[config.mk]
export PLATFORM = sky130hd
export DESIGN_NAME = csi_frame_averager
export DESIGN_NICKNAME = d
export VERILOG_FILES = /design/src/rtl/csi_frame_averager.sv
export SDC_FILE = /design/constraint.sdc
export NUM_CORES = 2
export LEC_CHECK = 0
export CORE_MARGIN = 3
export CORE_UTILIZATION = 35
export DETAILED_ROUTE_END_ITERATION = 10
export DONT_BUFFER_PORTS = 1
export PLACE_DENSITY_LB_ADDON = 0.12
export SYNTH_ARGS = -nofsm -noshare
export SYNTH_HDL_FRONTEND = slang
export SYNTH_SLANG_ARGS = --single-unit
[constraint.sdc]
create_clock -name clk_in -period 14.9 [get_ports clk_in]
set_input_delay 2.235 -clock clk_in [delete_from_list [all_inputs] [get_ports clk_in]]
set_output_delay 2.235 -clock clk_in [all_outputs]
set_load 0.02 [all_outputs]
[src/rtl/csi_frame_averager.sv]
// csi_frame_averager
//   Coherent averager for the CSI extractor's per-subcarrier stream. It sums
//   2^LOG2_AVG consecutive well-formed N_SC-beat frames per subcarrier and
//   per I/Q component. It then drains one averaged N_SC-beat frame on an
//   AXI-Stream master. Malformed frames abort the current window and are counted.
//
// Ports
//   clk_in              single clock
//   rst_in              asynchronous, active-low reset
//   csi_axis_*          input stream, tdata = {re, im}, signed
//   avg_axis_*          averaged output stream, tdata = {re, im}, signed
//   frame_err_out       one-cycle pulse per malformed input frame
//   frames_dropped_out  saturating count of malformed input frames
module csi_frame_averager #(
  parameter int N_SC     = 64,
  parameter int LOG2_AVG = 2,
  parameter int DATA_W   = 16
) (
  input  logic                clk_in,
  input  logic                rst_in,
  input  logic                csi_axis_tvalid,
  input  logic                csi_axis_tlast,
  input  logic [2*DATA_W-1:0] csi_axis_tdata,
  output logic                csi_axis_tready,
  output logic                avg_axis_tvalid,
  output logic                avg_axis_tlast,
  output logic [2*DATA_W-1:0] avg_axis_tdata,
  input  logic                avg_axis_tready,
  output logic                frame_err_out,
  output logic [15:0]         frames_dropped_out
);

  // Extra LOG2_AVG bits make the window sum overflow-free.
  localparam int ACC_W = DATA_W + LOG2_AVG;
  localparam int IDX_W = (N_SC > 1) ? $clog2(N_SC) : 1;
  localparam int CNT_W = LOG2_AVG + 1;
  localparam logic [IDX_W-1:0] LAST_IDX   = IDX_W'(N_SC - 1);
  localparam logic [CNT_W-1:0] LAST_FRAME = CNT_W'((1 << LOG2_AVG) - 1);

  typedef enum logic [1:0] {ST_ACCUM, ST_SKIP, ST_DRAIN} state_t;

  state_t              state_reg, state_next;
  logic [IDX_W-1:0]    sc_idx_reg, sc_idx_next;
  logic [CNT_W-1:0]    frame_cnt_reg, frame_cnt_next;
  logic [IDX_W-1:0]    rd_idx_reg, rd_idx_next;
  logic                in_ready_reg;
  logic                out_valid_reg, out_valid_next;
  logic                out_last_reg, out_last_next;
  logic [2*DATA_W-1:0] out_data_reg, out_data_next;
  logic                err_reg, err_next;
  logic [15:0]         dropped_reg;

  logic                in_fire, out_fire, at_last;
  logic                acc_we, load_out;
  logic [IDX_W-1:0]    load_idx;
  logic signed [DATA_W-1:0] in_re, in_im, avg_re, avg_im;
  logic signed [ACC_W-1:0]  sum_re, sum_im, rd_re, rd_im;
  logic signed [ACC_W-1:0]  acc_re_rd [N_SC];
  logic signed [ACC_W-1:0]  acc_im_rd [N_SC];

  assign in_fire  = csi_axis_tvalid && in_ready_reg;
  assign out_fire = out_valid_reg && avg_axis_tready;
  assign at_last  = (sc_idx_reg == LAST_IDX);
  assign in_re    = csi_axis_tdata[2*DATA_W-1:DATA_W];
  assign in_im    = csi_axis_tdata[DATA_W-1:0];

  // The first frame of a window overwrites, so stale contents never leak.
  assign sum_re = (frame_cnt_reg == '0) ? ACC_W'(in_re)
                                        : acc_re_rd[sc_idx_reg] + ACC_W'(in_re);
  assign sum_im = (frame_cnt_reg == '0) ? ACC_W'(in_im)
                                        : acc_im_rd[sc_idx_reg] + ACC_W'(in_im);

  // One accumulator entry per subcarrier, written only on its own beat.
  for (genvar gi = 0; gi < N_SC; gi++) begin : g_acc
    logic signed [ACC_W-1:0] re_q, im_q;
    always_ff @(posedge clk_in) begin
      if (acc_we && (sc_idx_reg == IDX_W'(gi))) begin
        re_q <= sum_re;
        im_q <= sum_im;
      end
    end
    assign acc_re_rd[gi] = re_q;
    assign acc_im_rd[gi] = im_q;
  end

  // Output beat 0 is loaded in the same cycle as the window's last write. The
  // bypass covers the case where that write targets the entry being loaded.
  assign rd_re  = (acc_we && (load_idx == sc_idx_reg)) ? sum_re : acc_re_rd[load_idx];
  assign rd_im  = (acc_we && (load_idx == sc_idx_reg)) ? sum_im : acc_im_rd[load_idx];
  assign avg_re = DATA_W'(rd_re >>> LOG2_AVG);
  assign avg_im = DATA_W'(rd_im >>> LOG2_AVG);
  assign out_data_next = load_out ? {avg_re, avg_im} : out_data_reg;

  always_comb begin
    state_next     = state_reg;
    sc_idx_next    = sc_idx_reg;
    frame_cnt_next = frame_cnt_reg;
    rd_idx_next    = rd_idx_reg;
    out_valid_next = out_valid_reg;
    out_last_next  = out_last_reg;
    err_next       = 1'b0;
    acc_we         = 1'b0;
    load_out       = 1'b0;
    load_idx       = rd_idx_reg;
    case (state_reg)
      ST_ACCUM: begin
        if (in_fire) begin
          acc_we = 1'b1;
          if (csi_axis_tlast && at_last) begin
            sc_idx_next    = '0;
            frame_cnt_next = frame_cnt_reg + CNT_W'(1);
            if (frame_cnt_reg == LAST_FRAME) begin
              state_next     = ST_DRAIN;
              rd_idx_next    = '0;
              load_idx       = '0;
              load_out       = 1'b1;
              out_valid_next = 1'b1;
              out_last_next  = (LAST_IDX == '0);
            end
          end else if (csi_axis_tlast || at_last) begin
            // Short or long frame: the whole window is abandoned.
            err_next       = 1'b1;
            sc_idx_next    = '0;
            frame_cnt_next = '0;
            if (!csi_axis_tlast) begin
              state_next = ST_SKIP;
            end
          end else begin
            sc_idx_next = sc_idx_reg + IDX_W'(1);
          end
        end
      end
      ST_SKIP: begin
        if (in_fire && csi_axis_tlast) begin
          state_next  = ST_ACCUM;
          sc_idx_next = '0;
        end
      end
      ST_DRAIN: begin
        if (out_fire) begin
          if (out_last_reg) begin
            out_valid_next = 1'b0;
            out_last_next  = 1'b0;
            frame_cnt_next = '0;
            state_next     = ST_ACCUM;
          end else begin
            rd_idx_next   = rd_idx_reg + IDX_W'(1);
            load_idx      = rd_idx_reg + IDX_W'(1);
            load_out      = 1'b1;
            out_last_next = ((rd_idx_reg + IDX_W'(1)) == LAST_IDX);
          end
        end
      end
      default: state_next = ST_ACCUM;
    endcase
  end

  always_ff @(posedge clk_in or negedge rst_in) begin
    if (!rst_in) begin
      state_reg     <= ST_ACCUM;
      sc_idx_reg    <= '0;
      frame_cnt_reg <= '0;
      rd_idx_reg    <= '0;
      in_ready_reg  <= 1'b0;
      out_valid_reg <= 1'b0;
      out_last_reg  <= 1'b0;
      out_data_reg  <= '0;
      err_reg       <= 1'b0;
      dropped_reg   <= '0;
    end else begin
      state_reg     <= state_next;
      sc_idx_reg    <= sc_idx_next;
      frame_cnt_reg <= frame_cnt_next;
      rd_idx_reg    <= rd_idx_next;
      in_ready_reg  <= (state_next != ST_DRAIN);
      out_valid_reg <= out_valid_next;
      out_last_reg  <= out_last_next;
      out_data_reg  <= out_data_next;
      err_reg       <= err_next;
      if (err_next && (dropped_reg != 16'hFFFF)) begin
        dropped_reg <= dropped_reg + 16'd1;
      end
    end
  end

  assign csi_axis_tready    = in_ready_reg;
  assign avg_axis_tvalid    = out_valid_reg;
  assign avg_axis_tlast     = out_last_reg;
  assign avg_axis_tdata     = out_data_reg;
  assign frame_err_out      = err_reg;
  assign frames_dropped_out = dropped_reg;

endmodule

==> results.py <==
metrics = {
    "outcome": {
        "status": "complete, no violations",
    },
    "floorplan": {
        "die_y_um": 570,
        "fp-row-count": 206,
        "start_util": 0.352,
        "coreArea_um2": 316000,
        "ioPinCount": 89,
        "die_w_um": 570,
        "die-area_um2": 325000,
    },
    "final_layout": {
        "drive_above_1_share": 0.197,
        "syn_to_final_growth_pct": 13.4,
        "final_nets": 7740,
    },
    "routing": {
        "drt_iter0_drc": 10300,
        "vias": 75700,
        "via_per_inst": 6.28,
        "postRouteAntennaNets": 0,
        "drt_pre_antenna_iters": 7,
        "wl_per_cell_um": 38.2,
        "wl_mm": 461,
        "drcViolationCount": 0,
    },
    "sta": {
        "rsz0062_at_grt": "false",
        "slew_viol_final": 0,
        "final.setup.tns_ns": 0,
        "fin_hold_ws_ns": 0.575,
        "slew_headroom": 0.133,
        "fin_skew_ns": 0.0654,
        "fmax_mhz": 120,
        "hold_viol_final": 0,
        "period_minus_slack_ns": 8.33,
        "fin_crit_sh": 0.559,
        "tightestPinTransition_ns": 1.30,
        "setup_viol": 0,
    },
    "place": {
        "portBuffers": 0,
        "routabilityCongestion": 0.825,
        "hpwl_mm": 249,
    },
    "synthesis": {
        "synthFlopType": "edfxtp_1",
        "yosysSeqAreaShare": 0.637,
        "synthArstFlopShare": 0.0291,
        "synth_top_area_frac": 0.622,
        "yosys.area.top_type": "edfxtp_1",
        "syn_area_per_cell_um2": 14.4,
        "yosysUniqueCellTypes": 87,
        "syn_area_um2": 111000,
        "postSynthCellCount": 7715,
        "synth_area_leaders": "edfxtp_1 62%, mux4_2 15%, nand2_1 6.2%",
        "synth-seq-cells": 2373,
        "synth_fp_nets": 7800,
        "synth_edf_count": 2304,
        "ys_warn_count": 0,
    },
    "clocking": {
        "post_cts_buffers": 0,
        "hold_buffers": 0,
        "insertion_delay_ns": 0.93,
        "ctsResizeCount": 0,
        "cts_tree": "done",
        "htree_num_levels": 5,
        "clk_pin_slew_ns": 0.06,
        "cts_made_buffers": 281,
        "clock_path_buffers": 4,
        "cts-root-buf": "clkbuf_16",
        "clkSinkCount": 2373,
    },
    "power_and_ir_drop": {
        "p_clk_frac": 0.445,
        "powerDensity_nw_per_um2": 126,
        "leakage_uw": 0.0413,
        "swShare": 0.235,
        "p_int_uw": 12100,
        "pwr-share-seq": 0.467,
        "peakVddDrop_mv": 0.0893,
        "power_switching_uw": 3730,
        "power.share.combinational": 0.088,
    },
    "global_routing": {
        "grt_max_degree": 152,
        "gr-usage-all-layers": 0.278,
        "grt_overflow": 0,
        "antenna_found_initial": 31,
        "grt_pass1_vias": 72800,
        "grt_first_pass_wirelength_mm": 625,
    },
    "worst_setup_path": {
        "cp-end-kind": "register",
        "start_kind": "register",
        "path_max_fanout": 65,
        "critPathKind": "reg2reg",
        "cp.required_ns": 15.70,
        "arrival_ns": 9.13,
    },
    "min_path": {
        "worst_hold_path_type": "reg2reg",
    },
    "run": {
        "drv_cap": 0,
    },
}
## layout by cell type, fill, tap and decap left out, types with 63 or more instances in the layout
cell type / n
edfxtp_1: 2304
nand2_1: 1831
mux4_2: 751
nand3_1: 576
clkbuf_16: 292
buf_4: 236
and3_1: 186
a21oi_1: 183
a31oi_1: 141
a32oi_1: 125
o21ai_0: 123
mux2i_1: 110
nor2_4: 76
clkbuf_1: 67
dfrtp_1: 63
## power groups by stage
stage	logic [uW]	registers, uW	clock network [uW]
3_5_place_dp	1390	7560	0
4_1_cts	1390	7420	7170
5_1_grt	1470	7420	7450
3_3_place_gp	1390	7560	0
6_report	1400	7420	7060
2_1_floorplan	951	7550	0
## final timing paths
path / slack, ns / cells past startpoint / to / startpoint
worst max-delay path: 6.57 / 18 / avg_axis_tdata[28]$_DFFE_PN0P_ / sc_idx_reg[0]$_DFFE_PN0P_
worst min-delay path: 0.58 / 2 / avg_axis_tlast$_DFFE_PN0P_ / rd_idx_reg[5]$_DFF_PN0_
worst max register to register: 6.57 / 18 / avg_axis_tdata[28]$_DFFE_PN0P_ / sc_idx_reg[0]$_DFFE_PN0P_
worst min register to register: 0.58 / 2 / avg_axis_tlast$_DFFE_PN0P_ / rd_idx_reg[5]$_DFF_PN0_
max in group asynchronous: 13.52 / 0 / avg_axis_tdata[4]$_DFFE_PN0P_ / rst_in
min in group asynchronous: 1.06 / 0 / avg_axis_tdata[0]$_DFFE_PN0P_ / rst_in
## Yosys cell counts (all sizes together), types with 6 or more instances
cell type	number
a211oi	31
a21o	14
a21oi	196
a221o	8
a221oi	17
a22o	15
a22oi	43
a311oi	60
a31oi	141
a32oi	125
and3	186
buf	341
clkbuf	250
dfrtp	69
edfxtp	2304
ha	46
inv	27
mux2i	112
mux4	751
nand2	1836
nand2b	9
nand3	579
nand4	25
nor2	120
nor2b	8
nor3	30
nor3b	10
nor4	24
o2111ai	8
o211ai	9
o21ai	150
o221ai	6
o22ai	38
o31ai	9
or3	9
xnor2	29
xor2	24
## per-stage QoR
step | util | area (um2) | std cells | setup WS [ns] | total power, uW
after global routing | 0.399 | 126000 | 12100 | 6.20 | 16300
final | 0.400 | 126000 | 12100 | 6.57 | 15900
after CTS | 0.399 | 126000 | 12000 | 6.59 | 16000
after floorplan | - | 111000 | 7715 | 6.72 | 8500
after global placement | 0.370 | 117000 | 11500 | 6.62 | 8950
after detailed placement | 0.370 | 117000 | 11500 | 6.65 | 8950
## critical path: stages (launching register included)
cell	delay, ns
dfrtp_4	0.87
buf_4	0.86
buf_4	0.82
mux4_2	0.59
mux4_2	0.50
mux4_2	0.59
ha_1	0.34
fa_1	0.48
a21o_1	0.21
a21oi_1	0.26
o21ai_0	0.25
a32oi_1	0.75
nand2b_1	0.13
a21oi_1	0.20
xor2_1	0.13
o21ai_4	0.20
buf_4	0.53
a22oi_1	0.14
nand2_1	0.11
## kinds of logic after synthesis
family / count (synthesis) / synth area share
compound gates: 899 / 0.0540
fa+ha+maj: 48 / 0.00553
simple gates: 2859 / 0.111
buf+inv: 619 / 0.0255
mux: 864 / 0.162
flops: 2373 / 0.637
xor+xnor: 53 / 0.00417
## layer usage
metal  track usage  share of wire  vias up
li1              -              -    30200
met3        0.0623           0.10      922
met1         0.384           0.40    40200
met4         0.125          0.049        6
met5             0       0.000074        -
met2         0.421           0.45     4486
## layout make-up
type,instances,area [um2]
repair buffers,248,2010
clock inverters,145,1640
multi-input cells,4723,38500
well taps,4160,5200
inverters,28,136
clock buffers,368,7680
flip-flops and latches,2373,70900
diodes,20,50.0
fillers,28600,190000
(Power assumes the default switching activity.)
